**src/rtl/bin_to_bcd_seq.sv**
```systemverilog
// rtl/bin_to_bcd_seq.sv - sequential double-dabble binary to packed BCD converter
//
// Optional feature macro: BCD_BLANK_EN (adds the leading-zero blank output).
//
// Ports:
//   clk      - clock, all logic on the rising edge
//   reset    - synchronous active-high reset
//   start    - one-cycle request to convert bin_in, honoured only when idle
//   bin_in   - unsigned binary value [BITS-1:0], sampled on the accepting edge
//   busy     - high while a conversion is in progress
//   done     - one-cycle pulse, bcd_out/overflow valid from this cycle on
//   bcd_out  - packed BCD [4*DIGITS-1:0], digit 0 in bits [3:0]
//   overflow - bin_in did not fit in DIGITS decimal digits
//   blank    - (BCD_BLANK_EN only) [DIGITS-1:0], blank[i] set when digit i and
//              all higher digits are zero (i >= 1); blank[0] is always 0

module bin_to_bcd_seq #(
    parameter int BITS   = 16,
    parameter int DIGITS = 5
) (
    input  logic                  clk,
    input  logic                  reset,
    input  logic                  start,
    input  logic [BITS-1:0]       bin_in,
    output logic                  busy,
    output logic                  done,
    output logic [4*DIGITS-1:0]   bcd_out,
    output logic                  overflow
`ifdef BCD_BLANK_EN
    ,
    output logic [DIGITS-1:0]     blank
`endif
);

    localparam int CW = $clog2(BITS + 1);

    typedef enum logic [1:0] {IDLE, ADJUST, SHIFT, DONE} state_t;

    state_t              state;
    logic [4*DIGITS-1:0] acc;
    logic [4*DIGITS-1:0] acc_adj;
    logic [BITS-1:0]     sr;
    logic [CW-1:0]       cnt;
    logic                sticky;

    // Digits >= 5 get +3 so the following doubling carries correctly into
    // the next decimal digit.
    always_comb begin
        acc_adj = acc;
        for (int i = 0; i < DIGITS; i++) begin
            if (acc[4*i +: 4] >= 4'd5) begin
                acc_adj[4*i +: 4] = acc[4*i +: 4] + 4'd3;
            end
        end
    end

`ifdef BCD_BLANK_EN
    logic [DIGITS-1:0] blank_next;

    // Scan from the most significant digit down; a digit is blank only while
    // every digit above it is also zero. Digit 0 is never blanked.
    always_comb begin
        logic all_zero;
        all_zero   = 1'b1;
        blank_next = '0;
        for (int i = DIGITS - 1; i >= 1; i--) begin
            all_zero      = all_zero & (acc[4*i +: 4] == 4'd0);
            blank_next[i] = all_zero;
        end
    end
`endif

    always_ff @(posedge clk) begin
        if (reset) begin
            state    <= IDLE;
            busy     <= 1'b0;
            done     <= 1'b0;
            bcd_out  <= '0;
            overflow <= 1'b0;
            acc      <= '0;
            sr       <= '0;
            cnt      <= '0;
            sticky   <= 1'b0;
`ifdef BCD_BLANK_EN
            blank    <= '0;
`endif
        end else begin
            done <= 1'b0;
            case (state)
                IDLE: begin
                    if (start) begin
                        sr     <= bin_in;
                        acc    <= '0;
                        cnt    <= CW'(BITS);
                        sticky <= 1'b0;
                        busy   <= 1'b1;
                        state  <= ADJUST;
                    end
                end
                ADJUST: begin
                    acc   <= acc_adj;
                    state <= SHIFT;
                end
                SHIFT: begin
                    // A 1 leaving the top digit means the value has reached
                    // 10^DIGITS; the accumulator keeps the value modulo that.
                    {acc, sr} <= {acc[4*DIGITS-2:0], sr, 1'b0};
                    sticky    <= sticky | acc[4*DIGITS-1];
                    cnt       <= cnt - CW'(1);
                    state     <= (cnt == CW'(1)) ? DONE : ADJUST;
                end
                DONE: begin
                    bcd_out  <= acc;
                    overflow <= sticky;
                    done     <= 1'b1;
                    busy     <= 1'b0;
`ifdef BCD_BLANK_EN
                    blank    <= blank_next;
`endif
                    state    <= IDLE;
                end
                default: state <= IDLE;
            endcase
        end
    end

endmodule

```
**config.mk**
```make
export PLATFORM = sky130hd
export DESIGN_NAME = bin_to_bcd_seq
export DESIGN_NICKNAME = d
export VERILOG_FILES = /design/src/rtl/bin_to_bcd_seq.sv
export SDC_FILE = /design/constraint.sdc
export NUM_CORES = 1
export LEC_CHECK = 0
export CAP_MARGIN = 20
export CELL_PAD_IN_SITES_DETAIL_PLACEMENT = 1
export CELL_PAD_IN_SITES_GLOBAL_PLACEMENT = 2
export CORE_ASPECT_RATIO = 1.25
export CORE_MARGIN = 8
export CORE_UTILIZATION = 37
export DETAILED_ROUTE_END_ITERATION = 10
export PLACE_DENSITY_LB_ADDON = 0.12
export SETUP_SLACK_MARGIN = 0.2
export SLEW_MARGIN = 30
export SYNTH_ARGS = -nofsm -noshare
export SYNTH_HDL_FRONTEND = slang
export SYNTH_SLANG_ARGS = --single-unit
```
**constraint.sdc**
```tcl
create_clock -name clk -period 5.3 [get_ports clk]
set_clock_uncertainty 0.15 [all_clocks]
set_input_delay 0.795 -clock clk [delete_from_list [all_inputs] [get_ports clk]]
set_output_delay 0.795 -clock clk [all_outputs]
set_load 0.05 [all_outputs]
```
==> summary.md, run 1 <==
| Metric | Value |
|---|---|
| Total negative setup slack | `0 ns` |
| Clock power frac | `37.2%` |
| Status | `complete, no violations` |
| Core Region | `9130 um2` |
| P_leak | `between 1 and 1.5 nW` |
| Worst Hold Class | `flop to flop` |
| GRT overflow | `0` |
| Pin count of the biggest net entering global routing | `50` |
| Synth Net Count | `about 420` |
| Routability Congestion | `around 0.76` |
| Commonest non-fill, non-tap cell in the layout | `dfxtp_1` |
| Synth warn | `0` |
| Die Height | `between 100 and 150 um` |
| Pre-CTS setup slack | `approximately 2.4 ns` |
| Wire per inst | `approximately 16 um` |
| Setup Fix Bufs, Post-CTS | `0` |
| Worst setup margin | `roughly 2.6 ns` |
| Power Internal | `just under 1 mW` |
| Cell variety after synth | `36` |
| CTS clk-pin slew, worst paths | `about 0.050 ns` |
| # IOs | `42` |
| RSZ-0062 raised after global routing | `false` |
| Max-slew violations | `0` |
| Fin crit share | `50.5%` |
| Hold-fix buffers, CTS | `0` |
| Site row count | `39` |
| Max_slew headroom | `approximately 45%` |
| Sw frac | `31.2%` |
| Top cells by area, synth | `dfxtp_1 39%, mux2i_1 11%, ha_1 6.1%` |
| Post-DRT Antenna Nets | `0` |
| R2R Setup Slk | `roughly 2.6 ns` |
| Final net count | `449` |
| CP peak stage delay | `0.62 ns` |
| Final wirelength | `8600 um` |
| Worst-skew pair later-pin latency | `0.33 ns` |
| Worst IR Drop VDD | `approximately 0.00017 V` |
| Die footprint | `12,700 um2` |
| Pwr/cell area | `~340 nW/um2` |
| Commonest cells after routing, fill and taps aside | `67 x dfxtp_1, 46 x nor2_1, 40 x clkdlybuf4s50_1` |
| Initial antenna violation count | `0` |
| CP Cell Sequence | `ha_1, buf_4, nand2b_1, o21ai_0, a21oi_1` |
| Worst-case clock buffer depth | `2` |
| Dpl hpwl | `~5700 um` |
| Worst setup path class | `flop to flop` |
| Detailed Routing Iterations Pass 1 | `4` |
| Sink Count | `67` |
| Vias | `between 2,000 and 3,000` |
| Share of Yosys cell area claimed by the top area cell type | `about 39%` |
| TritonCTS Buffers | `9` |
| Initial core utilization | `38.0%` |
| Cells after synthesis | `~380` |
| Number of diodes | `0` |
| Tot GR Track Use | `between 10 and 15%` |
| Port buffer count | `41` |
| Worst-margin pin slew | `roughly 0.82 ns` |
| Worst-path maximum fanout | `20` |
| Fmax | `approximately 0.37 GHz` |
| Syn_area_per_cell | `around 9.0 um2` |
| Resized cells post-CTS | `0` |
| WP data required | `5.41 ns` |
| Crit path max-delay cell type | `nand2b_1` |
| Initial drt markers | `just over 70` |
| Root Driver | `clkbuf_16` |
| CTS tree | `yes` |
| CP Buf/Inv Count | `1` |
| H-tree depth | `3` |
| Synthesized flop and latch total | `67` |
| Die X | `about 100 um` |
| Worst Path Arrival | `2.78 ns` |
| Part of the power in registers | `about two fifths` |
| Layout cells sized above 1 | `approximately 9%` |
| DRC Markers | `0` |
| Max-cap violations | `0` |
| Sw power | `roughly 0.45 mW` |
| CP Launch Type | `flop` |
| Layout area overhead | `20.8%` |
| Post-route minimum period | `approximately 2.7 ns` |
| Logic gate share of total power | `22.7%` |
| DR vias/cell | `between 5 and 6` |
| Largest area contributor in the netlist | `dfxtp_1` |
| Synthesized area | `roughly 3500 um2` |
| Type of destination of the critical path | `flop` |
| First-pass GRT wire length | `~14,000 um` |
| Final Hold Vio Count | `0` |
| # setup viols final | `0` |
| Post-synthesis sequential area ratio | `38.7%` |
| Vias in the first global route | `approximately 3,000` |
| Cell family with most CP delay | `simple AND/OR/NAND/NOR gates` |
-- routing by layer --
metal,vias to the layer above,global-route usage (%),part of all wire [%]
met5,-,0,0
met2,36,24.8,51
met4,0,6.35,1.8
li1,1410,-,-
met3,13,2.74,2.5
met1,1402,16.7,45
-- cell type report --
| cell class | count | area, um2 |
|---|---|---|
| inverters | 15 | 56.3 |
| clock buffers | 12 | 246 |
| flip-flops and latches | 67 | 1340 |
| multi-input cells | 276 | 1940 |
| well taps | 123 | 154 |
| clock inverters | 3 | 15.0 |
| repair buffers | 44 | 430 |
| fillers | 1103 | 4940 |
-- worst register-to-register path: cells and delay by family, from the launching register on --
kind,cells,cell delay [ns]
AO/OA/AOI/OAI,2,0.42
flip-flops,1,0.38
buffers and inverters,1,0.41
AND/OR/NAND/NOR,1,0.63
adder cells (fa/ha/maj),1,0.61
-- stage by stage --
step                hold WS (ns)  area [um2]  util, %  instances  power [mW]
floorplan                  0.282        3460        -        383       0.845
global placement           0.313        3920     43.0        525       0.910
detailed placement         0.324        3920     43.0        525       0.922
CTS                        0.332        4190     45.9        540        1.47
global route               0.347        4190     45.9        540        1.52
finish                     0.323        4190     45.9        540        1.44
-- Yosys cell counts --
cell type	n
dfxtp_1	67
o21ai_1	1
xor2_1	5
or3_1	2
a211oi_1	3
nor4_1	1
inv_1	15
clkbuf_2	1
and2_0	1
o21ai_0	39
nand3b_1	5
nand4b_1	16
nor2_4	1
nand2b_1	12
mux2i_1	37
nand2_1	20
buf_6	2
buf_4	1
a2bb2oi_1	1
nor3b_1	2
a21oi_1	28
ha_1	17
nor2b_1	2
nor2_1	46
nand3b_4	1
a32oi_1	5
buf_1	1
a211oi_2	15
o31ai_1	5
nor3_1	1
clkbuf_1	9
nand3_1	3
buf_2	11
and2b_4	1
nor2_8	1
o21bai_1	5
-- registers in the layout (all words and copies together) (netlist names) --
register and count:
acc 20, bcd_out 20, busy 1, cnt 5
done 1, overflow 1, sr 16, state 2
sticky 1
-- cell families after synthesis --
logic type | after synthesis | synth area share (%)
AND/OR/NAND/NOR | 115 | 18.3
AO/OA/AOI/OAI | 102 | 19.6
flip-flops | 67 | 38.7
buffers and inverters | 40 | 5.31
multiplexers | 37 | 10.7
adder cells (fa/ha/maj) | 17 | 6.14
XOR/XNOR | 5 | 1.26
-- final timing paths --
kind         startpoint  endpoint  cells after the start
min reg2reg       sr[0]     sr[0]                      2
max reg2reg    state[1]   acc[10]                      5
max            state[1]   acc[10]                      5
min               sr[0]     sr[0]                      2
-- power groups by stage --
stage          sequential (mW)  combinational, mW  clock (mW)
6_report                 0.577              0.327       0.536
5_1_grt                  0.583              0.367       0.573
4_1_cts                  0.577              0.335       0.555
3_5_place_dp             0.588              0.333           0
3_3_place_gp             0.587              0.323           0
2_1_floorplan            0.584              0.261           0
Note: power is estimated with default switching activity, not from simulation.
==> run 2: changes to the inputs <==
--- a/config.mk
+++ b/config.mk
@@ -10,7 +10,7 @@
 export CELL_PAD_IN_SITES_GLOBAL_PLACEMENT = 2
 export CORE_ASPECT_RATIO = 1.25
 export CORE_MARGIN = 8
-export CORE_UTILIZATION = 37
+export CORE_UTILIZATION = 31
 export DETAILED_ROUTE_END_ITERATION = 10
 export PLACE_DENSITY_LB_ADDON = 0.12
 export SETUP_SLACK_MARGIN = 0.2
==> constraint.sdc (replaced) <==
create_clock -name clk -period 2.21 [get_ports clk]
set_clock_uncertainty 0.15 [all_clocks]
set_input_delay 0.3315 -clock clk [delete_from_list [all_inputs] [get_ports clk]]
set_output_delay 0.3315 -clock clk [all_outputs]
set_load 0.05 [all_outputs]
==> run 2 against run 1 <==
Via count rose by 1.9%. Largest power group is now the clock network. First-iteration DRC count up 8.5%. Largest cell class unchanged. Sequential power is 140% higher. Flip-flop and latch count stayed put. Final cell count increased by 5.6%. Utilization is 5.5 points lower. Hold slack lost 0.0062 ns.
==> summary.md, run 2 (synthesized netlist as in run 1, its figures left out) <==
| Metric | Value |
|---|---|
| Layout cells sized above 1 | `13.3%` |
| Port buffer count | `between 40 and 50` |
| Initial core utilization | `31.6%` |
| Post-DRT Antenna Nets | `0` |
| CP Depth | `1` |
| Worst Path Arrival | `roughly 1.5 ns` |
| Tot GR Track Use | `12.2%` |
| Final Hold Vio Count | `0` |
| GR peak layer | `met2` |
| Pin count of the biggest net entering global routing | `38` |
| Commonest cells after routing, fill and taps aside | `67 x dfxtp_1, 46 x nor2_1, 39 x o21ai_0` |
| Max-slew violations | `0` |
| Die X | `roughly 110 um` |
| WP data required | `around 1.7 ns` |
| R2R Setup Slk | `0.36 ns` |
| Wire per inst | `between 15 and 20 um` |
| Crit path max-delay cell type | `clkdlybuf4s50_1` |
| Final wirelength | `roughly 9000 um` |
| CP Buf/Inv Count | `1` |
| Commonest non-fill, non-tap cell in the layout | `dfxtp_1` |
| Worst setup path class | `flop to primary output` |
| Worst-path maximum fanout | `2` |
| Reg2reg start | `state[0]` |
| Type of destination of the critical path | `primary output` |
| Met3 Track Usage GR | `under 10%` |
| DRC Markers | `0` |
| Vias | `roughly 2,900` |
| # setup viols final | `0` |
| Site row count | `43` |
| Final net count | `about 470` |
| CTS clk-pin slew, worst paths | `0.06 ns` |
| Number of diodes | `0` |
| Worst-skew pair later-pin latency | `approximately 0.33 ns` |
| CP Cell Sequence | `clkdlybuf4s50_1` |
| R2R cell count | `5` |
| CTS tree | `yes` |
| Hold-fix buffers, CTS | `0` |
| TritonCTS Buffers | `9` |
| Dpl hpwl | `6210 um` |
| Max-cap violations | `0` |
| DR vias/cell | `around 5.1` |
| Sw power | `approximately 1.1 mW` |
| Detailed Routing Iterations Pass 1 | `4` |
| Initial antenna violation count | `0` |
| Sink Count | `67` |
| Fmax | `around 0.51 GHz` |
| Die Height | `between 100 and 150 um` |
| Post-route minimum period | `~1.9 ns` |
| Pwr/cell area | `between 800 and 900 nW/um2` |
| Critical path launch point | `bcd_out[16]` |
| Clock power frac | `approximately 39%` |
| End of the worst register-to-register path | `acc[16]` |
| CP peak stage delay | `~0.80 ns` |
| Layout area overhead | `27.9%` |
| Max_slew headroom | `a little over three fifths` |
| M2 GR Usage | `21.3%` |
| Worst Hold Class | `flop to flop` |
| Routability Congestion | `0.735` |
| GRT overflow | `0` |
| Initial drt markers | `77` |
| Worst-case clock buffer depth | `2` |
| Setup crit end | `bcd_out[16]` |
| Core Region | `roughly 11,000 um2` |
| Sw frac | `between 20 and 30%` |
| Biggest regs | `acc x20, bcd_out x20, sr x16` |
| Worst IR Drop VDD | `approximately 0.00035 V` |
| Die footprint | `between 10,000 and 15,000 um2` |
| Part of the power in registers | `between 30% and 40%` |
| Status | `complete, no violations` |
| Cell family with most CP delay | `buffers and inverters` |
| RSZ-0062 raised after global routing | `false` |
| Vias in the first global route | `a little under 3,000` |
| M1 GR Usage | `a little over an eighth` |
| CP Launch Type | `flop` |
| Root Driver | `clkbuf_16` |
| H-tree depth | `3` |
| Worst-margin pin slew | `~0.56 ns` |
| Power Internal | `roughly 2.7 mW` |
| Logic gate share of total power | `around a quarter` |
| # IOs | `42` |
| Total negative setup slack | `0 ns` |
| Fin crit share | `88.2%` |
| P_leak | `roughly 1.5 nW` |
| Fin util | `between 40% and 50%` |
| First-pass GRT wire length | `between 10,000 and 15,000 um` |
run 2: per-stage QoR:
stage                     setup slack (ns)  instance area, um2  power, mW  cells  hold slack, ns
final                                0.260                4430       3.80    570           0.317
after global routing                 0.203                4430       4.01    570           0.333
after CTS                            0.208                4400       3.84    568           0.321
after detailed placement             0.157                4090       2.31    552           0.313
after global placement               0.188                4090       2.29    552           0.318
after floorplan                      0.506                3460       2.03    383           0.282
run 2: layout make-up:
type,count,area [um2]
clock buffers,12,267
clock inverters,4,47.5
fillers,1268,6540
inverters,15,56.3
multi-input cells,276,1940
flip-flops and latches,67,1340
well taps,135,169
repair buffers,61,607
run 2: routing by layer:
metal	vias to the layer above	share of wire, %
li1	1453	-
met1	1414	44
met2	38	51
met3	9	3.2
met4	0	1.7
met5	-	0
run 2: timing repair:
| item | 4_1_cts | 5_1_grt |
|---|---|---|
| setup buffers | 0 | 2 |
| resized for setup | 1 | 2 |
| setup endpoints to repair | 1 | 38 |
| pin swaps | 0 | 1 |
run 2: worst min-delay path by stage:
stage / slack [ns] / depth (start not counted) / start / end
6_report: 0.32 / 2 / sr[0] / sr[0]
5_1_grt: 0.33 / 2 / sr[0] / sr[0]
4_1_cts: 0.32 / 2 / sr[0] / sr[0]
3_5_place_dp: 0.31 / 2 / sr[0] / sr[0]
3_3_place_gp: 0.32 / 2 / sr[0] / sr[0]
2_1_floorplan: 0.28 / 2 / sr[0] / sr[0]
run 2: power groups by stage:
stage | Combinational [mW] | Clock [mW] | Sequential [mW]
after floorplan | 0.625 | 0 | 1.40
after global placement | 0.882 | 0 | 1.41
after detailed placement | 0.904 | 0 | 1.41
after CTS | 0.909 | 1.54 | 1.38
after global routing | 1.01 | 1.60 | 1.40
final | 0.920 | 1.50 | 1.38
==> run 3: changes to the inputs <==
--- a/config.mk
+++ b/config.mk
@@ -8,7 +8,7 @@
 export CAP_MARGIN = 20
 export CELL_PAD_IN_SITES_DETAIL_PLACEMENT = 1
 export CELL_PAD_IN_SITES_GLOBAL_PLACEMENT = 2
-export CORE_ASPECT_RATIO = 1.25
+export CORE_ASPECT_RATIO = 0.8
 export CORE_MARGIN = 8
 export CORE_UTILIZATION = 31
 export DETAILED_ROUTE_END_ITERATION = 10
==> run 3 against run 2 <==
Utilization grew 0.41 points. Clock power grew 5%. Sequential share of layout area shrank 0.068 points. Final cell count grew 1.1%. Count of clock-buffer cells in the layout shrank 1. Largest cell class unchanged.
==> summary.md, run 3 (synthesized netlist as in run 1, its figures left out) <==
| Metric | Value |
|---|---|
| Layout cells sized above 1 | `13.0%` |
| FF+latch area | `roughly 1300 um2` |
| Crit path max-delay cell type | `clkdlybuf4s50_1` |
| Hold Path End | `overflow` |
| Vias | `~2,800` |
| Initial core utilization | `31.8%` |
| # setup viols final | `0` |
| Hold_sp | `reset` |
| Biggest regs | `acc x20, bcd_out x20, sr x16` |
| Worst-skew pair later-pin latency | `approximately 0.33 ns` |
| Routability Congestion | `0.765` |
| Final wirelength | `9040 um` |
| Dpl hpwl | `6120 um` |
| Detailed Routing Iterations Pass 1 | `4` |
| Filler cells | `1,276` |
| Die footprint | `around 15,000 um2` |
| Status | `complete, no violations` |
| Worst-margin pin slew | `0.507 ns` |
| DRC Markers | `0` |
| GRT overflow | `0` |
| First-pass GRT wire length | `~15,000 um` |
| Fin crit share | `88.5%` |
| Initial drt markers | `between 150 and 200` |
| Reg2reg start | `state[1]` |
| R2R Setup Slk | `between 0.3 and 0.4 ns` |
| Port buffer count | `slightly above 40` |
| Core Region | `around 11,000 um2` |
| Final Hold Vio Count | `0` |
| Commonest non-fill, non-tap cell in the layout | `dfxtp_1` |
| Wire per inst | `between 15 and 20 um` |
| Final cell count without fillers | `~580` |
| Die X | `~130 um` |
| Worst-path maximum fanout | `2` |
| Post-route minimum period | `between 1.5 and 2 ns` |
| DR vias/cell | `between 4 and 5` |
| CTS clk-pin slew, worst paths | `0.06 ns` |
| Layout area overhead | `28.2%` |
| Combined area of the multi-input logic cells | `~2000 um2` |
| Root Driver | `clkbuf_16` |
| Site row count | `34` |
| Cell family with most CP delay | `buffers and inverters` |
| CTS tree | `yes` |
| Placed Cells | `approximately 560` |
| H-tree depth | `3` |
| Total negative setup slack | `0 ns` |
| Type of destination of the critical path | `primary output` |
| Max_slew headroom | `between 60% and 70%` |
| Worst IR Drop VDD | `around 0.0005 V` |
| Commonest cells after routing, fill and taps aside | `67 x dfxtp_1, 46 x nor2_1, 38 x o21ai_0` |
| Number of diodes | `0` |
| Worst Hold Class | `input pin to flop` |
| Max-cap violations | `0` |
| Pin count of the biggest net entering global routing | `32` |
| Post-DRT Antenna Nets | `0` |
| Pwr/cell area | `about 870 nW/um2` |
| # IOs | `42` |
| Post-route cell area | `roughly 4400 um2` |
| Final net count | `463` |
| WP data required | `between 1.5 and 2 ns` |
| Placed cell areas | `approximately 4000 um2` |
| TritonCTS Buffers | `9` |
| CP peak stage delay | `roughly 0.81 ns` |
| Sink Count | `67` |
| Die Height | `approximately 110 um` |
| P_leak | `~1.6 nW` |
| R2R cell count | `7` |
| CP Buf/Inv Count | `1` |
| Worst setup path class | `flop to primary output` |
| CP Cell Sequence | `clkdlybuf4s50_1` |
| Worst Path Arrival | `~1.5 ns` |
| Fmax | `just over 0.5 GHz` |
| End of the worst register-to-register path | `acc[2]` |
| Hold Path Depth | `2` |
| Tot GR Track Use | `12.7%` |
| CP Launch Type | `flop` |
| Worst-case clock buffer depth | `2` |
| Hold-fix buffers, CTS | `0` |
| Max-slew violations | `0` |
| Initial antenna violation count | `0` |
| RSZ-0062 raised after global routing | `false` |
| Vias in the first global route | `2,950` |
[run 3: cell types whose count changed in the layout (fill, tap and decap cells not counted), sizes merged]
cell           delta
dlymetal6s2s      +6
dlygate4sd2       -1
clkbuf            -1
buf               -3
bufinv            +1
clkdlybuf4s50     -5
clkinv            +1
clkinvlp          -1
[run 3: routing by layer]
layer / GRT usage (%) / up-vias / part of all wire (%)
li1: - / 1445 / -
met1: 16.9 / 1349 / 50
met2: 18.5 / 39 / 44
met3: 4.44 / 11 / 4.9
met4: 4.71 / 0 / 1.5
met5: 0 / - / 0
[run 3: stage by stage]
step / setup WS, ns / power [mW] / util (%) / hold WS [ns]
floorplan: 0.506 / 2.03 / - / 0.282
global placement: 0.179 / 2.26 / 37.2 / 0.318
detailed placement: 0.133 / 2.28 / 37.2 / 0.310
CTS: 0.209 / 3.88 / 40.2 / 0.226
global route: 0.194 / 4.06 / 40.8 / 0.255
finish: 0.255 / 3.85 / 40.8 / 0.229
[run 3: repair_timing]
| item | CTS | global route |
|---|---|---|
| gates resized for setup | 0 | 10 |
| setup endpoints to repair | 0 | 34 |
| setup buffers | 0 | 3 |
[run 3: report_power, final]
group	leakage [nW]	internal, mW	total [mW]	switching [mW]
registers	0.545	1.31	1.38	0.0767
logic	0.927	0.371	0.891	0.521
clock network	0.165	1.04	1.57	0.530
[run 3: final cells by class]
| class | instances | share of cell area, % |
|---|---|---|
| multi-input combinational | 276 | 43.9 |
| sequential | 67 | 30.2 |
| timing repair buffer | 58 | 13.2 |
| clock buffer | 11 | 5.69 |
| tap | 144 | 4.06 |
| clock inverter | 5 | 1.69 |
| inverter | 15 | 1.27 |
[run 3: worst max path at each step]
stage | endpoint | slack, ns | startpoint | cells after the start
after floorplan | acc[18] | 0.51 | state[0] | 6
after global routing | acc[17] | 0.19 | state[0] | 7
final | bcd_out[2] | 0.26 | bcd_out[2] | 1
after CTS | busy | 0.21 | busy | 1
after global placement | acc[19] | 0.18 | start | 5
after detailed placement | acc[7] | 0.13 | start | 5
